[config.mk]
export PLATFORM = sky130hd
export DESIGN_NAME = accum_multi
export DESIGN_NICKNAME = d
export VERILOG_FILES = /design/src/rtl/accum_multi.sv
export SDC_FILE = /design/constraint.sdc
export NUM_CORES = 1
export LEC_CHECK = 0
export CAP_MARGIN = 20
export CELL_PAD_IN_SITES_DETAIL_PLACEMENT = 1
export CELL_PAD_IN_SITES_GLOBAL_PLACEMENT = 2
export CORE_AREA = 2 2 181 183
export DETAILED_ROUTE_END_ITERATION = 12
export DIE_AREA = 0 0 183 185
export GPL_TIMING_DRIVEN = 0
export HOLD_SLACK_MARGIN = 0.1
export PLACE_DENSITY_LB_ADDON = 0.12
export SLEW_MARGIN = 20
export SYNTH_ARGS = -nofsm -noshare
export SYNTH_HDL_FRONTEND = slang
export SYNTH_SLANG_ARGS = --single-unit
[constraint.sdc]
create_clock -name clk -period 9.84 [get_ports clk]
set_input_delay 1.968 -clock clk [delete_from_list [all_inputs] [get_ports clk]]
set_output_delay 1.968 -clock clk [all_outputs]
set_load 0.05 [all_outputs]
[src/rtl/accum_multi.sv]
// Multi-channel running-sum accumulator with valid/ready in and a one-deep registered result.
// Optional build macro ACCUM_SAT_EN: clamp sums to all-ones on carry instead of wrapping.
module accum_multi #(
  parameter int DATA_W = 32,
  parameter int ACC_W  = 40,
  parameter int NUM_CH = 4,
  parameter int CH_W   = $clog2(NUM_CH)
) (
  input  logic              clk,
  input  logic              reset,
  input  logic              in_valid,
  output logic              in_ready,
  input  logic [CH_W-1:0]   in_ch,
  input  logic [DATA_W-1:0] in_data,
  input  logic [NUM_CH-1:0] clear,
  output logic              out_valid,
  input  logic              out_ready,
  output logic [CH_W-1:0]   out_ch,
  output logic [ACC_W-1:0]  out_accum,
  output logic [NUM_CH-1:0] ovf
);

  logic [ACC_W-1:0]  acc [NUM_CH];
  logic [NUM_CH-1:0] ovf_q;

  logic              vld_p1;
  logic [CH_W-1:0]   ch_p1;
  logic [ACC_W-1:0]  accum_p1;

  logic [ACC_W-1:0]  base_p0;
  logic [ACC_W:0]    sum_p0;
  logic [ACC_W-1:0]  result_p0;
  logic              carry_p0;
  logic [NUM_CH-1:0] hit_p0;
  logic              take_p0;

  function automatic logic [ACC_W-1:0] sat_result(input logic [ACC_W:0] s);
`ifdef ACCUM_SAT_EN
    return s[ACC_W] ? {ACC_W{1'b1}} : s[ACC_W-1:0];
`else
    return s[ACC_W-1:0];
`endif
  endfunction

  assign in_ready = !vld_p1 || out_ready;

  // Stage p0: channel decode, clear-aware base select and add
  always_comb begin
    base_p0 = '0;
    hit_p0  = '0;
    for (int i = 0; i < NUM_CH; i++) begin
      if (in_ch == CH_W'(i)) begin
        hit_p0[i] = in_valid && in_ready;
        base_p0   = clear[i] ? '0 : acc[i];
      end
    end
    sum_p0    = {1'b0, base_p0} + (ACC_W+1)'(in_data);
    carry_p0  = sum_p0[ACC_W];
    result_p0 = sat_result(sum_p0);
    // out-of-range channels match no bit, so the beat is consumed silently
    take_p0   = |hit_p0;
  end

  always_ff @(posedge clk or posedge reset) begin
    if (reset) begin
      for (int i = 0; i < NUM_CH; i++) acc[i] <= '0;
      ovf_q <= '0;
    end else begin
      for (int i = 0; i < NUM_CH; i++) begin
        if (hit_p0[i]) begin
          acc[i]   <= result_p0;
          ovf_q[i] <= (ovf_q[i] & ~clear[i]) | carry_p0;
        end else if (clear[i]) begin
          acc[i]   <= '0;
          ovf_q[i] <= 1'b0;
        end
      end
    end
  end

  // Stage p1: result snapshot register
  always_ff @(posedge clk or posedge reset) begin
    if (reset) begin
      vld_p1   <= 1'b0;
      ch_p1    <= '0;
      accum_p1 <= '0;
    end else if (take_p0) begin
      vld_p1   <= 1'b1;
      ch_p1    <= in_ch;
      accum_p1 <= result_p0;
    end else if (out_ready) begin
      vld_p1   <= 1'b0;
    end
  end

  assign out_valid = vld_p1;
  assign out_ch    = ch_p1;
  assign out_accum = accum_p1;
  assign ovf       = ovf_q;

endmodule
# --- After elaboration in Yosys (flattened, before gate mapping) ---
# Index checks and enable logic that the tools add are counted.
totals:
  wordCells: 63
  inputBits: 42
  ff_bits: 207
  out_inout_bits: 48
classes:
  eq_ne: 3
  addsub: 1
  mux: 26
  reduce_logical: 10
  n_bitwise: 12
op_table:
  columns: ["operator", "count"]
  rows:
  - ["2-to-1 mux 40 bit", 12]
  - ["adder 40 x 32 -> 41 bit", 1]
  - ["2-to-1 mux 1 bit", 14]
  - ["nonzero test 2 bit", 5]
  - ["bitwise AND 1 bit", 4]
  - ["equality test 2 bit (second input constant)", 2]
  - ["NOT 1 bit", 4]
  - ["OR 1 bit", 4]
  - ["OR reduction 4 bit", 1]
  - ["equality test 2 x 1 -> 1 bit (second input constant)", 1]
  - ["zero test 2 bit", 1]
  - ["logical AND 1 bit", 1]
  - ["zero test 1 bit", 1]
  - ["logical OR 1 bit", 1]

# --- Longest topological paths before layout ---
# Gate-level depths: netlist of run 1.
logic_depth:
  ltp_word: 8
  depth_mapped: 21
  depth_no_buf: 16

# --- Worst setup path after synthesis of run 1 ---
# Ideal clock, no wire load.
synth_timing:
  kind: "input to register"
  startpoint: "in in_ch[0]"
  endpoint: "reg acc[158] in the netlist's numbering"
  n_path_buf: 6
  slack_ns: 3.903
  arrival_time_ns: 5.791
  t_required_ns: 9.693
  setup_ns: 0.147
  path_stages: 19
  cell_sequence: "buf_2 > buf_2 > buf_2 > buf_6 > clkbuf_1 > clkbuf_1 > a31oi_1 > o21ai_0 > ha_1 > inv_1 > fa_1 > nand2b_1 > a21oi_1 > o2111ai_1 > a2111oi_4 > o311ai_2 > a211oi_2 > xor2_2 > mux2i_1"
synth_between:
  elab_chain_cells: 7
  elab_cells_between_ends: 11
  cone_classes: "add/sub (1); eq/ne (3); mux (6); reduce/logical (1)"
synth_lines:
  columns: ["element", "line", "rtl"]
  rows:
  - ["start, declared", "13", "input logic [CH_W-1:0] in_ch,"]
  - ["zero test 2 bit", "52", "if (in_ch == CH_W'(i)) begin"]
  - ["2-to-1 mux 40 bit (4 in a row)", "52", null]
  - ["adder 40 x 32 -> 41 bit", "57", "sum_p0 = {1'b0, base_p0} + (ACC_W+1)'(in_data);"]
  - ["2-to-1 mux 40 bit *", "70", "if (hit_p0[i]) begin"]
  - ["end signal, assigned by index", "71", "acc[i] <= result_p0;"]
  - ["end, declared", "23", "logic [ACC_W-1:0] acc [NUM_CH];"]
# Mark *: on every way between the ends. The rest lies on a longest branch, timed or not.
# A chain may end at the register's enable or synchronous reset.

# --- Worst setup path in the final report of run 1 ---
layout_timing:
  startpoint: "in clear[3]"
  endpoint: "reg acc[119] in the netlist's numbering"
layout_between:
  elab_chain_cells: 4
layout_lines:
  columns: ["element", "line", "rtl"]
  rows:
  - ["start, declared", "15", "input logic [NUM_CH-1:0] clear,"]
  - ["2-to-1 mux 40 bit", null, null]
  - ["2-to-1 mux 40 bit", "52", null]
  - ["adder 40 x 32 -> 41 bit", "57", null]
  - ["2-to-1 mux 40 bit", "70", null]
# No other way between the ends.

==> impl_metrics.py, run 1 <==
metrics = {
    "clock_tree": {
        "post_cts_buffers": 0,
        "ctsHoldBuffers": 0,
        "root_buffer": "clkbuf_16",
        "clk_latency_ns": 0.55,
        "cts_buffer_depth": 3,
        "cts_tree": "yes",
        "htree_levels": 1,
        "clock_sinks": 207,
        "post_cts_resized": 0,
        "cts_buffers": 26,
        "clk_pin_slew_ns": 0.06,
    },
    "placed_design": {
        "hpwlAfterDp_um": 33200,
        "gp_congestion": 0.890,
        "dp.cells": 1784,
        "port_buffers": 89,
    },
    "timing": {
        "hold_violations": 0,
        "tightest_slew_ns": 1.03,
        "finalSetupTns_ns": 0,
        "slew_viol_final": 0,
        "period_minus_slack_ns": 8.13,
        "max_clock_freq_mhz": 123,
        "post-route-period-util": 0.826,
        "setup_violations": 0,
        "finClkSkew_ns": 0.0402,
        "rsz0062_at_grt": "no",
        "max-slew-margin-rel": 0.315,
    },
    "floorplan": {
        "core_area_sq_um": 32000,
        "pin_count": 90,
        "rows": 66,
        "initial_core_util": 0.363,
        "die_width_um": 183,
        "dieArea_sq_um": 33900,
        "die_y_um": 185,
    },
    "worst_setup_path": {
        "rrSetupSlack_ns": 5.34,
        "critical_path_class": "input port to register",
        "cp_slowest_cell": "a21oi_1",
        "crit_top_cell": "clkbuf_1",
        "regToRegEndpoint": "acc[119]",
        "crit_family": "buffers and inverters",
        "critPathMaxFanout": 10,
        "critical_path_arrival_ns": 8.49,
        "start_kind": "input port",
        "end_kind": "register",
        "crit_required_ns": 10.20,
        "crit_chain": "clkdlybuf4s50_1 > clkbuf_1 > inv_1 > clkbuf_1 > clkbuf_1 > a31oi_1 > a21oi_1 > ha_1 > and4_1 > nand2_1 > nor3_1 > o2111ai_1 > a21oi_1 > o21ai_1 > xnor2_1 > o21ai_0",
        "reg2reg_depth": 12,
        "cp.buffers_inverters": 5,
        "crit_path_max_incr_delay_ns": 0.75,
        "reg2reg_from": "acc[87]",
    },
    "final_layout": {
        "multiInputGateArea_sq_um": 5890,
        "fin_util": 0.434,
        "final_cell_mix": "207 x dfrtp_1, 185 x o21ai_0, 141 x nand2_1, 96 x nand3_1",
        "ff_latch_area_sq_um": 5180,
        "final_cells": 1829,
        "nNetsFinal": 1480,
        "num_antenna_cells": 0,
        "area_growth_pct": 19.6,
        "nFillCells": 3801,
        "drive_gt1_frac": 0.0605,
        "final_common_cell": "dfrtp_1",
    },
    "drt": {
        "antenna_left": 0,
        "remaining_drc_errors": 0,
        "viasPerCell": 5.94,
        "wl_um": 47500,
        "dr.pass1.iters": 5,
        "drt_iter0_drc": 839,
        "vias": 10900,
        "wire_per_inst_um": 26.0,
    },
    "min_path": {
        "hp-start": "out_ch[1]",
        "min_path_cells": 2,
        "hold_path_class": "register to register",
        "min_to": "out_ch[1]",
    },
    "global_route": {
        "busiest_layer": "met2",
        "use_met1": 0.399,
        "use_met2": 0.458,
        "grt_max_degree": 88,
        "met3_usage": 0.0376,
        "grt_pass1_vias": 11200,
        "antenna_found_initial": 0,
        "grt_pass1_wl_um": 71900,
        "grt_overflow": 0,
        "grt_use_total": 0.285,
    },
    "synthesis": {
        "synth_xor_area_frac": 0.0292,
        "yosys_most_used_dff": "dfrtp_1",
        "synth_edf_count": 0,
        "syn_inst": 1285,
        "synth-simple-area-share": 0.218,
        "synth_seq_area_share": 0.445,
        "ys_types": 78,
        "netlist_area_sq_um": 11600,
        "ys_ff_latch": 207,
        "muxShareOfSynthArea": 0.00989,
        "async_reset_ff_frac": 1.00,
        "syn_nets": 1361,
        "yosysWarnings": 0,
        "syn_area_per_cell_sq_um": 9.06,
        "synth_top_family_by_area": "simple AND/OR/NAND/NOR gates",
        "synthAdderAreaFrac": 0.0372,
        "synth_compound_area_frac": 0.212,
    },
    "power": {
        "p_leak_nw": 5.77,
        "p_per_area_nw_per_um2": 184,
        "seq_power_share": 0.378,
        "p_clk_frac": 0.365,
        "switching_share": 0.345,
        "p_comb_frac": 0.257,
        "max-vdd-ir-drop_uv": 119,
        "power.internal_w": 0.00167,
        "switchingPower_w": 0.000881,
    },
    "status": {
        "outcome": "complete, no violations",
    },
    "flow_run": {
        "max-cap-violations": 0,
    },
}
[kinds of logic (layout without fill, tap and decap cells)]
group / count (synthesis) / count (layout)
adder cells (fa/ha/maj): 34 / 34
flip-flops: 207 / 207
buffers and inverters: 124 / 260
AO/OA/AOI/OAI: 410 / 410
XOR/XNOR: 38 / 38
AND/OR/NAND/NOR: 463 / 463
multiplexers: 9 / 9
[power by group through the flow]
stage | clock (W) | combinational, W | sequential, W
after detailed placement | 0 | 0.000653 | 0.000981
after global placement | 0 | 0.000643 | 0.000979
after CTS | 0.000941 | 0.000656 | 0.000966
after floorplan | 0 | 0.000283 | 0.00110
final | 0.000931 | 0.000657 | 0.000966
after global routing | 0.000972 | 0.000706 | 0.000975
[flip-flops by register name (all words and copies together), names as in the netlist]
name,flops
acc,160
out_accum,40
out_ch,2
out_valid,1
ovf,4
[through the flow]
stage | hold WS (ns) | total power (W) | setup slack, ns | area, sq um
global route | 0.508 | 0.00265 | 1.41 | 13900
detailed placement | 0.463 | 0.00163 | 1.37 | 13100
global placement | 0.459 | 0.00162 | -1.17 | 13000
finish | 0.470 | 0.00255 | 1.71 | 13900
CTS | 0.477 | 0.00256 | 1.87 | 13900
floorplan | 0.468 | 0.00138 | 2.22 | 11600
[synthesized netlist by cell type (3+ instances only)]
| library cell | instances | share of area |
|---|---|---|
| xor2_1 | 16 | 0.012 |
| o211ai_1 | 5 | 0.0032 |
| a221o_1 | 3 | 0.0026 |
| buf_1 | 11 | 0.0035 |
| o21ai_0 | 185 | 0.080 |
| a21o_1 | 15 | 0.0097 |
| nor2_1 | 21 | 0.0068 |
| nand2_1 | 141 | 0.045 |
| a21oi_1 | 89 | 0.038 |
| and3_1 | 7 | 0.0038 |
| buf_2 | 7 | 0.0030 |
| a31oi_1 | 22 | 0.012 |
| o2bb2ai_1 | 3 | 0.0023 |
| ha_1 | 33 | 0.035 |
| buf_6 | 10 | 0.0097 |
| o21a_1 | 8 | 0.0052 |
| and2_1 | 3 | 0.0016 |
| nor3_1 | 13 | 0.0056 |
| a311oi_1 | 28 | 0.021 |
| or3_1 | 11 | 0.0059 |
| a211oi_1 | 7 | 0.0045 |
| dfrtp_1 | 207 | 0.45 |
| inv_1 | 12 | 0.0039 |
| xnor2_1 | 21 | 0.016 |
| nand2b_1 | 17 | 0.0091 |
| nor2b_1 | 30 | 0.016 |
| nand3b_1 | 37 | 0.024 |
| nand4_1 | 4 | 0.0022 |
| o21bai_1 | 7 | 0.0045 |
| o21ai_1 | 9 | 0.0039 |
| clkbuf_1 | 78 | 0.025 |
| nor3b_1 | 65 | 0.042 |
| nand3_1 | 96 | 0.041 |
| a311o_1 | 3 | 0.0026 |
| mux2i_1 | 7 | 0.0060 |
[layout make-up]
class                   count  share of cell area
clock inverters             5             0.00180
flip-flops and latches    207               0.372
plain buffers             111              0.0374
repair buffers             91              0.0680
multi-input cells         954               0.423
clock buffers              40              0.0564
inverters                  13             0.00405
well taps                 408              0.0367
[worst max-delay path by stage]
stage	startpoint	to	slack, ns	cells after the start
floorplan	reset	acc[0]	2.22	1
global placement	reset	out_accum[25]	-1.17	2
detailed placement	in_ch[0]	acc[154]	1.37	20
CTS	in_ch[0]	acc[154]	1.87	20
global route	in_ch[0]	acc[26]	1.41	21
finish	clear[3]	acc[119]	1.71	16
[worst register-to-register path, stage by stage (launching register included)]
cell and delay (ns):
dfrtp_1 0.38, and3_1 0.18, a31oi_1 0.25, a21oi_1 0.21, ha_1 0.47, and4_1 0.30
nand2_1 0.07, nor3_1 0.53, o2111ai_1 0.36, a21oi_1 0.75, o21ai_1 0.23, xnor2_1 0.45
o21ai_0 0.14
[layer usage]
metal,vias up,part of all wire
met4,0,0.033
li1,4887,-
met3,80,0.061
met1,5560,0.46
met5,-,0
met2,338,0.45
Note: power is estimated with default switching activity, not from simulation.
==> run 2, diff against run 1 <==
CORE_AREA = 2 2 191 193   (was 2 2 181 183)
DIE_AREA = 0 0 193 195   (was 0 0 183 185)
clock period = 7.3 ns   (was 9.84 ns; I/O delays follow)
==> impl_metrics.py, run 2 (synthesized netlist as in run 1, its figures left out) <==
metrics = {
    "worst_setup_path": {
        "reg2reg_depth": 15,
        "critical_path_arrival_ns": 7.40,
        "cp_slowest_cell": "clkbuf_1",
        "crit_path_max_incr_delay_ns": 0.77,
        "start_kind": "input port",
        "crit_required_ns": 7.69,
        "path_depth": 18,
        "cp.buffers_inverters": 6,
        "rrSetupSlack_ns": 3.13,
        "crit_family": "buffers and inverters",
        "critPathMaxFanout": 10,
        "critical_path_class": "input port to register",
        "end_kind": "register",
        "crit_chain": "clkdlybuf4s50_1 > buf_6 > buf_6 > clkbuf_1 > clkbuf_1 > nand2_1 > o21ai_0 > ha_1 > inv_1 > fa_1 > nand2b_1 > a21oi_1 > o2111ai_1 > a2111oi_4 > o311ai_2 > a21oi_1 > xor2_1 > o21ai_0",
    },
    "clock_tree": {
        "root_buffer": "clkbuf_16",
        "htree_levels": 1,
        "cts_buffers": 26,
        "cts_tree": "yes",
        "cts_buffer_depth": 3,
        "post_cts_buffers": 0,
        "ctsHoldBuffers": 0,
        "clk_pin_slew_ns": 0.06,
        "clock_sinks": 207,
        "clk_latency_ns": 0.54,
    },
    "final_layout": {
        "stdcell_area_sq_um": 14000,
        "final_cell_mix": "207 x dfrtp_1, 185 x o21ai_0, 141 x nand2_1, 96 x nand3_1, 89 x clkdlybuf4s50_1",
        "num_antenna_cells": 0,
        "area_growth_pct": 20.5,
        "largest-register": "acc",
        "fin_util": 0.396,
        "largest_register_ff_count": 160,
        "drive_gt1_frac": 0.0691,
        "nNetsFinal": 1480,
        "final_common_cell": "dfrtp_1",
    },
    "global_route": {
        "grt_max_degree": 91,
        "use_met2": 0.413,
        "met3_usage": 0.0421,
        "grt_pass1_wl_um": 73400,
        "use_met1": 0.380,
        "busiest_layer": "met2",
        "grt_overflow": 0,
        "grt_use_total": 0.264,
        "grt_pass1_vias": 11100,
        "antenna_found_initial": 0,
    },
    "min_path": {
        "min_path_cells": 2,
        "hold_path_class": "register to register",
    },
    "drt": {
        "remaining_drc_errors": 0,
        "viasPerCell": 5.75,
        "vias": 10800,
        "wl_um": 48900,
        "wire_per_inst_um": 26.0,
        "dr.pass1.iters": 5,
        "drt_iter0_drc": 614,
        "antenna_left": 0,
    },
    "floorplan": {
        "pin_count": 90,
        "core_area_sq_um": 35400,
        "initial_core_util": 0.329,
        "rows": 69,
        "dieArea_sq_um": 37600,
        "die_width_um": 193,
        "die_y_um": 195,
    },
    "timing": {
        "hold_ws_ns": 0.472,
        "rsz0062_at_grt": "no",
        "slew_viol_final": 0,
        "post-route-period-util": 0.960,
        "hold_violations": 0,
        "finalSetupTns_ns": 0,
        "max_clock_freq_mhz": 143,
        "tightest_slew_ns": 1.14,
        "setup_violations": 0,
        "max-slew-margin-rel": 0.242,
        "finClkSkew_ns": 0.0148,
        "period_minus_slack_ns": 7.01,
    },
    "power": {
        "power.internal_w": 0.00226,
        "p_clk_frac": 0.365,
        "seq_power_share": 0.377,
        "p_total_w": 0.00345,
        "p_comb_frac": 0.258,
        "switching_share": 0.346,
        "p_leak_nw": 5.80,
        "max-vdd-ir-drop_uv": 144,
        "switchingPower_w": 0.00119,
        "p_per_area_nw_per_um2": 246,
    },
    "placed_design": {
        "gp_congestion": 0.879,
        "postPlaceCellArea_sq_um": 13200,
        "port_buffers": 89,
        "hpwlAfterDp_um": 34200,
    },
    "status": {
        "outcome": "complete, no violations",
    },
    "flow_run": {
        "max-cap-violations": 0,
    },
}
[run 2: cell count changes in the layout (fill, tap and decap cells not counted), sizes merged]
| cell | delta |
|---|---|
| buf | -4 |
| bufinv | +1 |
| clkdlybuf4s15 | +1 |
| clkinv | -1 |
| clkinvlp | +1 |
[run 2: cell type report]
class | count | area, sq um
clock inverters | 6 | 57.6
clock buffers | 37 | 743
repair buffers | 91 | 946
multi-input cells | 954 | 5920
plain buffers | 111 | 539
fillers | 4112 | 21400
well taps | 461 | 577
flip-flops and latches | 207 | 5180
inverters | 13 | 56.3
[run 2: worst min-delay path, cell delays in order, from the launching register on]
cell     delay (ns)
dfrtp_1        0.34
nand2_1        0.05
nand2_1        0.05
[run 2: power by group through the flow]
| stage | sequential [W] | combinational (W) | clock [W] |
|---|---|---|---|
| after floorplan | 0.00148 | 0.000382 | 0 |
| after global placement | 0.00132 | 0.000874 | 0 |
| after detailed placement | 0.00132 | 0.000887 | 0 |
| after CTS | 0.00130 | 0.000891 | 0.00128 |
| after global routing | 0.00132 | 0.000959 | 0.00132 |
| final | 0.00130 | 0.000891 | 0.00126 |
[run 2: layer usage]
metal,wire length [um],vias to the layer above,part of all wire
li1,-,4887,-
met1,23100,5550,0.47
met2,22000,303,0.45
met3,2550,70,0.052
met4,1270,0,0.026
met5,0,-,0
[run 2: worst paths after layout]
kind | startpoint | to
max | in_ch[1] | acc[116]
min | out_accum[17] | out_accum[17]
max reg2reg | acc[40] | acc[116]
min reg2reg | out_accum[17] | out_accum[17]
max in group asynchronous | reset | out_accum[24]
min in group asynchronous | reset | out_accum[7]
[run 2: what timing repair did]
action | CTS | global route
setup endpoints to repair | 56 | 88
resized for setup | 5 | 14
cloned | 0 | 0
[run 2: through the flow]
stage          setup slack (ns)  cells
6_report                  0.292   1880
5_1_grt                  0.0375   1880
4_1_cts                 0.00204   1880
3_5_place_dp             -0.868   1837
3_3_place_gp              -3.37   1835
2_1_floorplan             0.188   1285
==> run 3, diff against run 2 <==
CORE_AREA = 2 2 181 183   (was 2 2 191 193)
DIE_AREA = 0 0 183 185   (was 0 0 193 195)
GPL_TIMING_DRIVEN = unset   (was 0)
clock period = 7.92 ns   (was 7.3 ns; I/O delays follow)
==> impl_metrics.py, run 3 (synthesized netlist as in run 1, its figures left out) <==
metrics = {
    "status": {
        "outcome": "complete, no violations",
    },
    "drt": {
        "drt_iter0_drc": 547,
        "vias": 9840,
        "viasPerCell": 5.67,
        "dr.pass1.iters": 5,
        "remaining_drc_errors": 0,
        "wl_um": 37600,
        "wire_per_inst_um": 21.7,
        "antenna_left": 0,
    },
    "floorplan": {
        "core_area_sq_um": 32000,
        "pin_count": 90,
        "rows": 66,
        "die_y_um": 185,
        "die_width_um": 183,
        "dieArea_sq_um": 33900,
        "initial_core_util": 0.363,
    },
    "clock_tree": {
        "post_cts_resized": 0,
        "root_buffer": "clkbuf_16",
        "ctsHoldBuffers": 0,
        "cts_buffers": 25,
        "clk_latency_ns": 0.53,
        "clk_pin_slew_ns": 0.06,
        "clock_sinks": 207,
        "cts_tree": "yes",
        "htree_levels": 1,
        "post_cts_buffers": 0,
        "cts_buffer_depth": 3,
    },
    "worst_setup_path": {
        "rrSetupSlack_ns": 3.96,
        "reg2reg_depth": 15,
        "critical_path_arrival_ns": 6.20,
        "critPathMaxFanout": 26,
        "crit_required_ns": 8.29,
        "end_kind": "register",
        "regToRegEndpoint": "acc[154]",
        "reg2reg_from": "acc[120]",
        "critical_path_class": "input port to register",
        "start_kind": "input port",
    },
    "timing": {
        "setup_violations": 0,
        "setup_slack_ns": 2.09,
        "tightest_slew_ns": 0.978,
        "hold_ws_ns": 0.475,
        "rsz0062_at_grt": "no",
        "hold_violations": 0,
        "period_minus_slack_ns": 5.83,
        "max_clock_freq_mhz": 172,
        "finClkSkew_ns": 0.00886,
        "max-slew-margin-rel": 0.345,
        "post-route-period-util": 0.736,
        "slew_viol_final": 0,
        "finalSetupTns_ns": 0,
    },
    "power": {
        "max-vdd-ir-drop_uv": 154,
        "p_per_area_nw_per_um2": 228,
        "p_leak_nw": 5.63,
    },
    "final_layout": {
        "largest_register_ff_count": 160,
        "final_cell_mix": "207 x dfrtp_1, 185 x o21ai_0, 140 x nand2_1, 94 x nand3_1, 89 x a21oi_1",
        "largest-register": "acc",
        "drive_gt1_frac": 0.0701,
        "area_growth_pct": 16.0,
        "fin_util": 0.421,
        "num_antenna_cells": 0,
        "final_common_cell": "dfrtp_1",
        "nNetsFinal": 1386,
    },
    "global_route": {
        "grt_pass1_vias": 10100,
        "grt_overflow": 0,
        "grt_max_degree": 126,
        "antenna_found_initial": 1,
        "grt_pass1_wl_um": 60100,
        "grt_use_total": 0.226,
    },
    "min_path": {
        "hp-start": "out_accum[17]",
        "min_to": "out_accum[17]",
        "min_path_cells": 2,
        "hold_path_class": "register to register",
    },
    "flow_run": {
        "max-cap-violations": 0,
    },
    "placed_design": {
        "hpwlAfterDp_um": 23900,
        "port_buffers": 89,
        "gp_congestion": 0.856,
        "dpl_worst_slack_ns": 1.57,
    },
}
-- run 3: where the power goes --
group | internal, W | leakage, nW | switching, W
Combinational | 0.000237 | 2.45 | 0.000512
Clock | 0.000664 | 0.398 | 0.000461
Sequential | 0.00115 | 2.78 | 0.0000491
-- run 3: metal layers --
metal / GRT usage / vias up / share of wire
li1: - / 4690 / -
met1: 0.335 / 4977 / 0.50
met2: 0.364 / 143 / 0.45
met3: 0.0232 / 30 / 0.034
met4: 0.0368 / 0 / 0.012
met5: 0 / - / 0
-- run 3: area by class of cell --
class	count	area, sq um
fillers	3670	18500
multi-input cells	954	5910
flip-flops and latches	207	5180
repair buffers	109	1050
clock buffers	35	723
well taps	408	510
clock inverters	9	72.6
inverters	13	56.3
-- run 3: critical path: stages --
cell             delay, ns
clkdlybuf4s50_1       0.67
inv_2                 0.40
buf_4                 0.40
a311oi_1              0.15
a21oi_1               0.33
ha_1                  0.41
a21oi_1               0.16
o21ai_0               0.18
a221oi_1              0.42
nor3b_1               0.14
o311ai_2              0.60
a21oi_1               0.17
xor2_1                0.41
o21ai_0               0.16
-- run 3: worst max path at each step --
stage / startpoint / to / slack, ns / cells past startpoint
6_report: clear[1] / acc[36] / 2.09 / 14
5_1_grt: clear[1] / acc[116] / 1.78 / 15
4_1_cts: clear[1] / acc[36] / 2.11 / 14
3_5_place_dp: clear[1] / acc[36] / 1.57 / 14
3_3_place_gp: clear[1] / acc[116] / 1.59 / 14
2_1_floorplan: reset / acc[0] / 0.68 / 1
-- run 3: per-stage QoR --
stage	total power, W	area (sq um)	std cells
final	0.00308	13500	1735
after global routing	0.00323	13500	1735
after CTS	0.00311	13500	1735
after detailed placement	0.00197	12700	1691
after global placement	0.00196	12700	1691
after floorplan	0.00172	11600	1285
